$ cat src/rtl/spi_reg_ctrl.sv
// spi_reg_ctrl: frame sequencer between the SPI slave byte port and a register file.
// Each frame is a command byte (bit7 write, low bits address) followed by a data burst.
module spi_reg_ctrl #(
  parameter int         ADDR_W    = 4,
  parameter int         MAX_BURST = 16,
  parameter logic [7:0] IDLE_BYTE = 8'hA5
) (
  input  logic              clk,
  input  logic              rst,
  input  logic              i_ss_n,
  input  logic              i_rx_valid,
  input  logic [7:0]        i_rx_byte,
  output logic [7:0]        o_tx_byte,
  output logic              o_tx_load,
  output logic              o_wr_en,
  output logic [ADDR_W-1:0] o_wr_addr,
  output logic [7:0]        o_wr_data,
  output logic [ADDR_W-1:0] o_rd_addr,
  input  logic [7:0]        i_rd_data,
  output logic              o_busy,
  output logic              o_burst_err,
  output logic [7:0]        o_frame_cnt
);

  typedef enum logic [2:0] {
    S_IDLE,
    S_CMD,
    S_WRITE,
    S_READ,
    S_DRAIN
  } state_t;

  state_t r_state;
  state_t w_next;

  logic              r_rst_q;
  logic              r_rd_pend;
  logic [ADDR_W-1:0] r_ptr;
  logic [ADDR_W-1:0] r_rd_addr;
  logic [7:0]        r_bcnt;

  logic              w_full;
  logic              w_cmd;
  logic              w_wr;
  logic              w_rd;
  logic              w_load;
  logic              w_end;
  logic              w_cnt;
  logic              w_err;
  logic [ADDR_W-1:0] w_cmd_addr;

  assign w_cmd_addr = i_rx_byte[ADDR_W-1:0];
  assign w_full     = (r_bcnt == 8'(MAX_BURST));
  assign o_busy     = (r_state != S_IDLE);

  // Read address is driven in the rx_valid cycle so data returns in time
  // for a fixed two-cycle tx_load.
  assign o_rd_addr = w_rd ? (w_cmd ? w_cmd_addr : r_ptr) : r_rd_addr;

  always_ff @(posedge clk) begin
    if (rst) r_state <= S_IDLE;
    else     r_state <= w_next;
  end

  always_comb begin
    w_next = r_state;
    w_cmd  = 1'b0;
    w_wr   = 1'b0;
    w_rd   = 1'b0;
    w_load = 1'b0;
    w_end  = 1'b0;
    w_cnt  = 1'b0;
    w_err  = 1'b0;
    unique case (r_state)
      S_IDLE: begin
        if (!i_ss_n) begin
          w_next = r_rst_q ? S_DRAIN : S_CMD;
          w_err  = r_rst_q;
        end
      end
      S_CMD: begin
        if (i_rx_valid) begin
          w_cmd  = 1'b1;
          w_rd   = ~i_rx_byte[7];
          w_next = i_rx_byte[7] ? S_WRITE : S_READ;
        end else if (i_ss_n) begin
          w_end  = 1'b1;
          w_cnt  = 1'b1;
          w_next = S_IDLE;
        end
      end
      S_WRITE, S_READ: begin
        if (i_rx_valid) begin
          if (w_full) begin
            w_err  = 1'b1;
            w_next = S_DRAIN;
          end else if (r_state == S_WRITE) begin
            w_wr = 1'b1;
          end else begin
            w_rd = 1'b1;
          end
        end else if (i_ss_n) begin
          w_end  = 1'b1;
          w_cnt  = 1'b1;
          w_next = S_IDLE;
        end
        if (r_state == S_READ)
          w_load = r_rd_pend && !w_end && !w_err;
      end
      S_DRAIN: begin
        if (i_ss_n) begin
          w_end  = 1'b1;
          w_next = S_IDLE;
        end
      end
      default: w_next = S_IDLE;
    endcase
  end

  always_ff @(posedge clk) begin
    if (rst) begin
      r_rst_q     <= 1'b1;
      r_rd_pend   <= 1'b0;
      r_ptr       <= '0;
      r_rd_addr   <= '0;
      r_bcnt      <= '0;
      o_tx_byte   <= IDLE_BYTE;
      o_tx_load   <= 1'b0;
      o_wr_en     <= 1'b0;
      o_wr_addr   <= '0;
      o_wr_data   <= '0;
      o_burst_err <= 1'b0;
      o_frame_cnt <= '0;
    end else begin
      r_rst_q   <= 1'b0;
      r_rd_pend <= w_rd;
      o_wr_en   <= w_wr;
      o_tx_load <= w_load | w_end;
      if (w_rd)
        r_rd_addr <= o_rd_addr;
      if (w_cmd) begin
        r_ptr       <= w_cmd_addr;
        r_bcnt      <= '0;
        o_burst_err <= 1'b0;
      end
      if ((w_rd && !w_cmd) || w_wr)
        r_bcnt <= r_bcnt + 8'd1;
      if (w_wr) begin
        o_wr_addr <= r_ptr;
        o_wr_data <= i_rx_byte;
        r_ptr     <= r_ptr + 1'b1;
      end
      if (w_load) begin
        o_tx_byte <= i_rd_data;
        r_ptr     <= r_ptr + 1'b1;
      end
      if (w_end)
        o_tx_byte <= IDLE_BYTE;
      if (w_err)
        o_burst_err <= 1'b1;
      if (w_cnt)
        o_frame_cnt <= o_frame_cnt + 8'd1;
    end
  end

endmodule

$ cat config.mk
export PLATFORM = sky130hd
export DESIGN_NAME = spi_reg_ctrl
export DESIGN_NICKNAME = d
export VERILOG_FILES = /design/src/rtl/spi_reg_ctrl.sv
export SDC_FILE = /design/constraint.sdc
export NUM_CORES = 1
export LEC_CHECK = 0
export BUFFER_PORTS_ARGS = -buffer_cell sky130_fd_sc_hd__buf_2
export CORE_UTILIZATION = 50
export CTS_BUF_LIST = sky130_fd_sc_hd__clkbuf_8 sky130_fd_sc_hd__clkbuf_16
export CTS_CLUSTER_SIZE = 12
export DETAILED_ROUTE_END_ITERATION = 10
export HOLD_SLACK_MARGIN = 0.06
export PLACE_DENSITY_LB_ADDON = 0.12
export SYNTH_ARGS = -nofsm -noshare
export SYNTH_HDL_FRONTEND = slang
export SYNTH_SLANG_ARGS = --single-unit
$ cat constraint.sdc
create_clock -name clk -period 2.35 [get_ports clk]
set_clock_uncertainty 0.15 [all_clocks]
set_input_delay 0.47 -clock clk [delete_from_list [all_inputs] [get_ports clk]]
set_output_delay 0.47 -clock clk [all_outputs]
set_load 0.02 [all_outputs]
Word-level counts from Yosys, hierarchy flattened. Index checks and enable logic that the tools add are counted. Widths: inputs -> output; s select.

Register bits after elaboration: 52. Input port bits: 20. Output and inout bits: 36.

$add $sub $neg: 3. Equal/unequal tests: 7. Muxes and demuxes: 40. Bitwise logic cells: 2. Reductions and logical operators: 15.

Operators with widths (count): $mux 1 (24); $mux 3 (6); $add 8x1->8 const B (2); $mux 4 (4); $mux 8 (2); $pmux 3 s4 (1); $eq 8x5->1 const B (1); $eq 3x2->1 const B (2); $add 4x1->4 const B (1); $pmux 1 s2 (2); $reduce_bool 2->1 (2); $reduce_or 2->1 (2); $eq 3x1->1 const B (1); $eq 3x3->1 const B (1); $logic_and 1x1->1 (3); $logic_not 1->1 (3); $logic_not 3->1 (1); $ne 3x3->1 const B (1); $pmux 1 s3 (1); $reduce_bool 3->1 (1); $reduce_or 3->1 (1); $ne 2x2->1 const B (1); $reduce_and 2->1 (1); $logic_or 1x1->1 (1); other kinds (2) (2).

Longest topological paths before layout.
Depth in word-level cells: 9. Gate-level depth with buffers: 8.

Least setup slack after synthesis. Ideal clock, no wire load.

Kind: reg-to-output. Start: register r_bcnt[0]. End: output o_rd_addr[0]. Arrival: 1512 ps. Required time: 1730 ps. Slack: 218 ps. Cell stages (with the launch flop): 7. Buffers on the path: 0. Cells stage by stage: dfxtp_1 > inv_1 > ha_1 > nor4b_4 > a31o_2 > nor3_1 > nor2_1.

Word-level cells in the longest chain between the ends: 5.

RTL lines: start, declared (line 40) `logic [7:0] r_bcnt;`; start signal, assigned (line 147) `r_bcnt <= r_bcnt + 8'd1;`; $eq 8x5->1 (line 53) `assign w_full = (r_bcnt == 8'(MAX_BURST));`; $mux 1 (line 94) `if (w_full) begin`; $mux 1 (line 93) `if (i_rx_valid) begin`; $pmux 1 s2 (line 74) `unique case (r_state)`; $mux 4 (line 58) `assign o_rd_addr = w_rd ? (w_cmd ? w_cmd_addr : r_ptr) : r_rd_addr;`; end, declared (line 18) `output logic [ADDR_W-1:0] o_rd_addr,`.

No other way between the ends.

Worst setup path after layout.
Start: register r_bcnt[0]. End: output o_rd_addr[1].

The elaborated chain is that of the path after synthesis.

==> reports/metrics.cfg <==
[outcome]
outcome = finished, violations left
violations = setup timing

[final_layout]
drive_gt1_share_pct = 31.9
final_area_mm2 = 0.00311
insertedDiodeCount = 0
nFillCells = 427
area_growth_pct = 24.8
ff_latch_area_mm2 = 0.00104
multi_input_area_mm2 = 0.00142
fin_nets = 380
utilization_pct = 65.4

[routing]
drt-total-wl_um = 6040
vias = 2439
initialDrtViolationCount = 126
drc = 0
wire_per_inst_um = 14.3
viasPerCell = 5.75
first_pass_iters = 4
ant_nets = 0

[critical_path]
cp_slowest_stage_delay_ns = 0.34
critPathMostFrequentCell = buf_4
crit_required_ns = 1.73
cp_slowest_cell = dfxtp_2
path_cells = inv_2 > ha_2 > nor4b_4 > buf_4 > a31o_4 > nor3_4 > nor2_1 > buf_4
cp_max_fo = 5
crit_arrival_ns = 1.78
worstSetupPathType = reg2out
startpoint_type = flip-flop
endpoint_kind = output port

[synth]
async_reset_ff_share_pct = 0
synth_edf_count = 0
avgSynthCellArea_um2 = 8.50
ys_top_cells_by_count = 52 x dfxtp_1, 34 x a21oi_1, 25 x o21ai_0
synth_top_area_cell = dfxtp_1
synth.cell_area_mm2 = 0.00249
synth-seq-cells = 52
yosysTopAreaCellShare_pct = 41.8
synth.distinct_cells = 46
syn_inst = 293
synthTopCellsByArea = dfxtp_1 42%, a21oi_1 6.8%, o21ai_0 5.0%, nand3_1 4.6%, nor3_1 3.0%
yosys_warnings = 0
synth_fp_nets = 317
yosysMostFrequentCell = dfxtp_1
ys_seq_area_share_pct = 41.8
synth_flop_cell = dfxtp_1

[clocking]
clockRootBuffer = clkbuf_8
cts.sinks = 52
cts_tree = done
cts.path.max_buffers = 2
ctsHoldBuffers = 0
cts_buffers = 5
clkTransAtPathRegs_ns = 0.10
clk_latency_ns = 0.31
htreeDepth = 2

[placed_design]
dp_hpwl_um = 4020
place_congestion = 0.858
place_area_mm2 = 0.00284
port_buffers = 55

[timing]
setup_viol = 4
rsz0062_at_grt = true
max_slew_margin_pct = 46.1
finalWorstSetupSlack_ns = -0.0469
finalCriticalPeriod_ns = 2.40
max_freq_mhz = 417
finalHoldViolCount = 0
worst_slew_pin_slew_ns = 0.808
drv_slew = 0
post-route-period-util_pct = 102

[global_routing]
grt_pass1_wl_um = 10100
antenna_found_initial = 0
grt_pass1_vias = 2247
grt_max_degree = 42
grt_usage_pct = 24.1
grt_overflow_total = 0

[floorplanning]
die_width_um = 72.6
ios = 56
start_util_pct = 52.4
die_area_mm2 = 0.00527
core_area_mm2 = 0.00475
dieHeight_um = 72.6
num_rows = 25

[power]
leakage_nw = 1.20
powerDensity_mw_per_mm2 = 519
ir_worst_vdd_v = 0.000330
power_w = 0.00161

[flow_run]
drv_cap = 0

[hold_path]
worst_hold_path_type = in2reg

[through the flow]
stage	hold WS, ns	cells	setup TNS (ns)	setup WS, ns
finish	0.234	424	-0.123	-0.0469
global route	0.231	424	-0.465	-0.130
CTS	0.222	423	-0.0249	-0.00812
detailed placement	0.316	407	0	0.0963
global placement	0.308	407	0	0.123
floorplan	0.309	293	0	0.218
[final timing paths]
check,start,end,slack [ns],cells after the start
hold reg to reg,o_wr_data[4],o_wr_data[4],0.33,2
hold / removal,i_rd_data[0],o_tx_byte[0],0.23,3
setup / recovery,r_bcnt[0],o_rd_addr[1],-0.05,8
setup reg to reg,r_bcnt[0],r_bcnt[7],0.23,9
[layer usage]
layer	GRT usage (%)	up-vias	wire length, µm
li1	-	1198	-
met2	39.9	78	2850
met1	31.3	1150	2780
met4	8.06	0	124
met3	5.00	13	293
met5	0	-	0
[state kept, by name (all words and copies together), names as in the netlist]
signal	count
o_frame_cnt	8
o_wr_en	1
r_rd_pend	1
r_ptr	4
o_wr_addr	4
o_burst_err	1
o_tx_byte	8
o_tx_load	1
o_wr_data	8
r_rd_addr	4
r_state	3
r_bcnt	8
r_rst_q	1
[final cells by class]
| class | instances | area share [%] |
|---|---|---|
| Clock inverter | 2 | 0.483 |
| Tap cell | 67 | 2.70 |
| Clock buffer | 6 | 2.66 |
| Timing Repair Buffer | 75 | 13.9 |
| Multi-Input combinational cell | 213 | 45.6 |
| Sequential cell | 52 | 33.6 |
| Inverter | 9 | 1.09 |
[critical path, delay by kind of cell, from the launching register on]
family,cells,cell delay [ns]
AOI/OAI and AO/OA,1,0.28
buffers and inverters,3,0.36
and+or+nand+nor,3,0.33
adders and majority gates,1,0.16
DFF,1,0.34
[cells by family (layout without fill, tap and decap cells)]
family                     count (synthesis)  after routing  synth area share, %
and+or+nand+nor                          108            108                 24.0
DFF                                       52             52                 41.8
xor gates and xnor gates                   6              6                 2.11
muxes                                      5              5                 2.21
buffers and inverters                     28             92                 5.23
AOI/OAI and AO/OA                         90             90                 22.7
adders and majority gates                  4              4                 2.01
[repair_timing]
item	4_1_cts	5_1_grt
setup endpoints to repair	4	4
buffers inserted	8	2
gates resized for setup	22	2
pin swaps	11	1
hold endpoints to repair	0	0
cloned	0	0
[report_power, final]
part | leakage, nW | switching (W) | total (W) | internal, W
registers | 0.421 | 0.00000891 | 0.000901 | 0.000892
clock network | 0.0434 | 0.000305 | 0.000544 | 0.000239
logic | 0.735 | 0.000103 | 0.000168 | 0.0000654
total | 1.20 | 0.000416 | 0.00161 | 0.00120
[placed cells by master, fill, tap and decap left out, types with 4 or more instances in the layout]
cell type,n
buf_2,52
dfxtp_1,50
a21oi_1,30
o21ai_0,25
nand3_1,23
buf_4,23
nand2_1,19
nor2_1,13
nor3_1,11
inv_1,8
nand2b_1,7
xnor2_1,6
a31oi_1,6
clkbuf_8,6
and3_1,5
or3_1,5
nand4_1,5
nor2b_1,4
a21oi_2,4
mux2_2,4
nor3_4,4
Note: power is estimated with default switching activity, not from simulation.
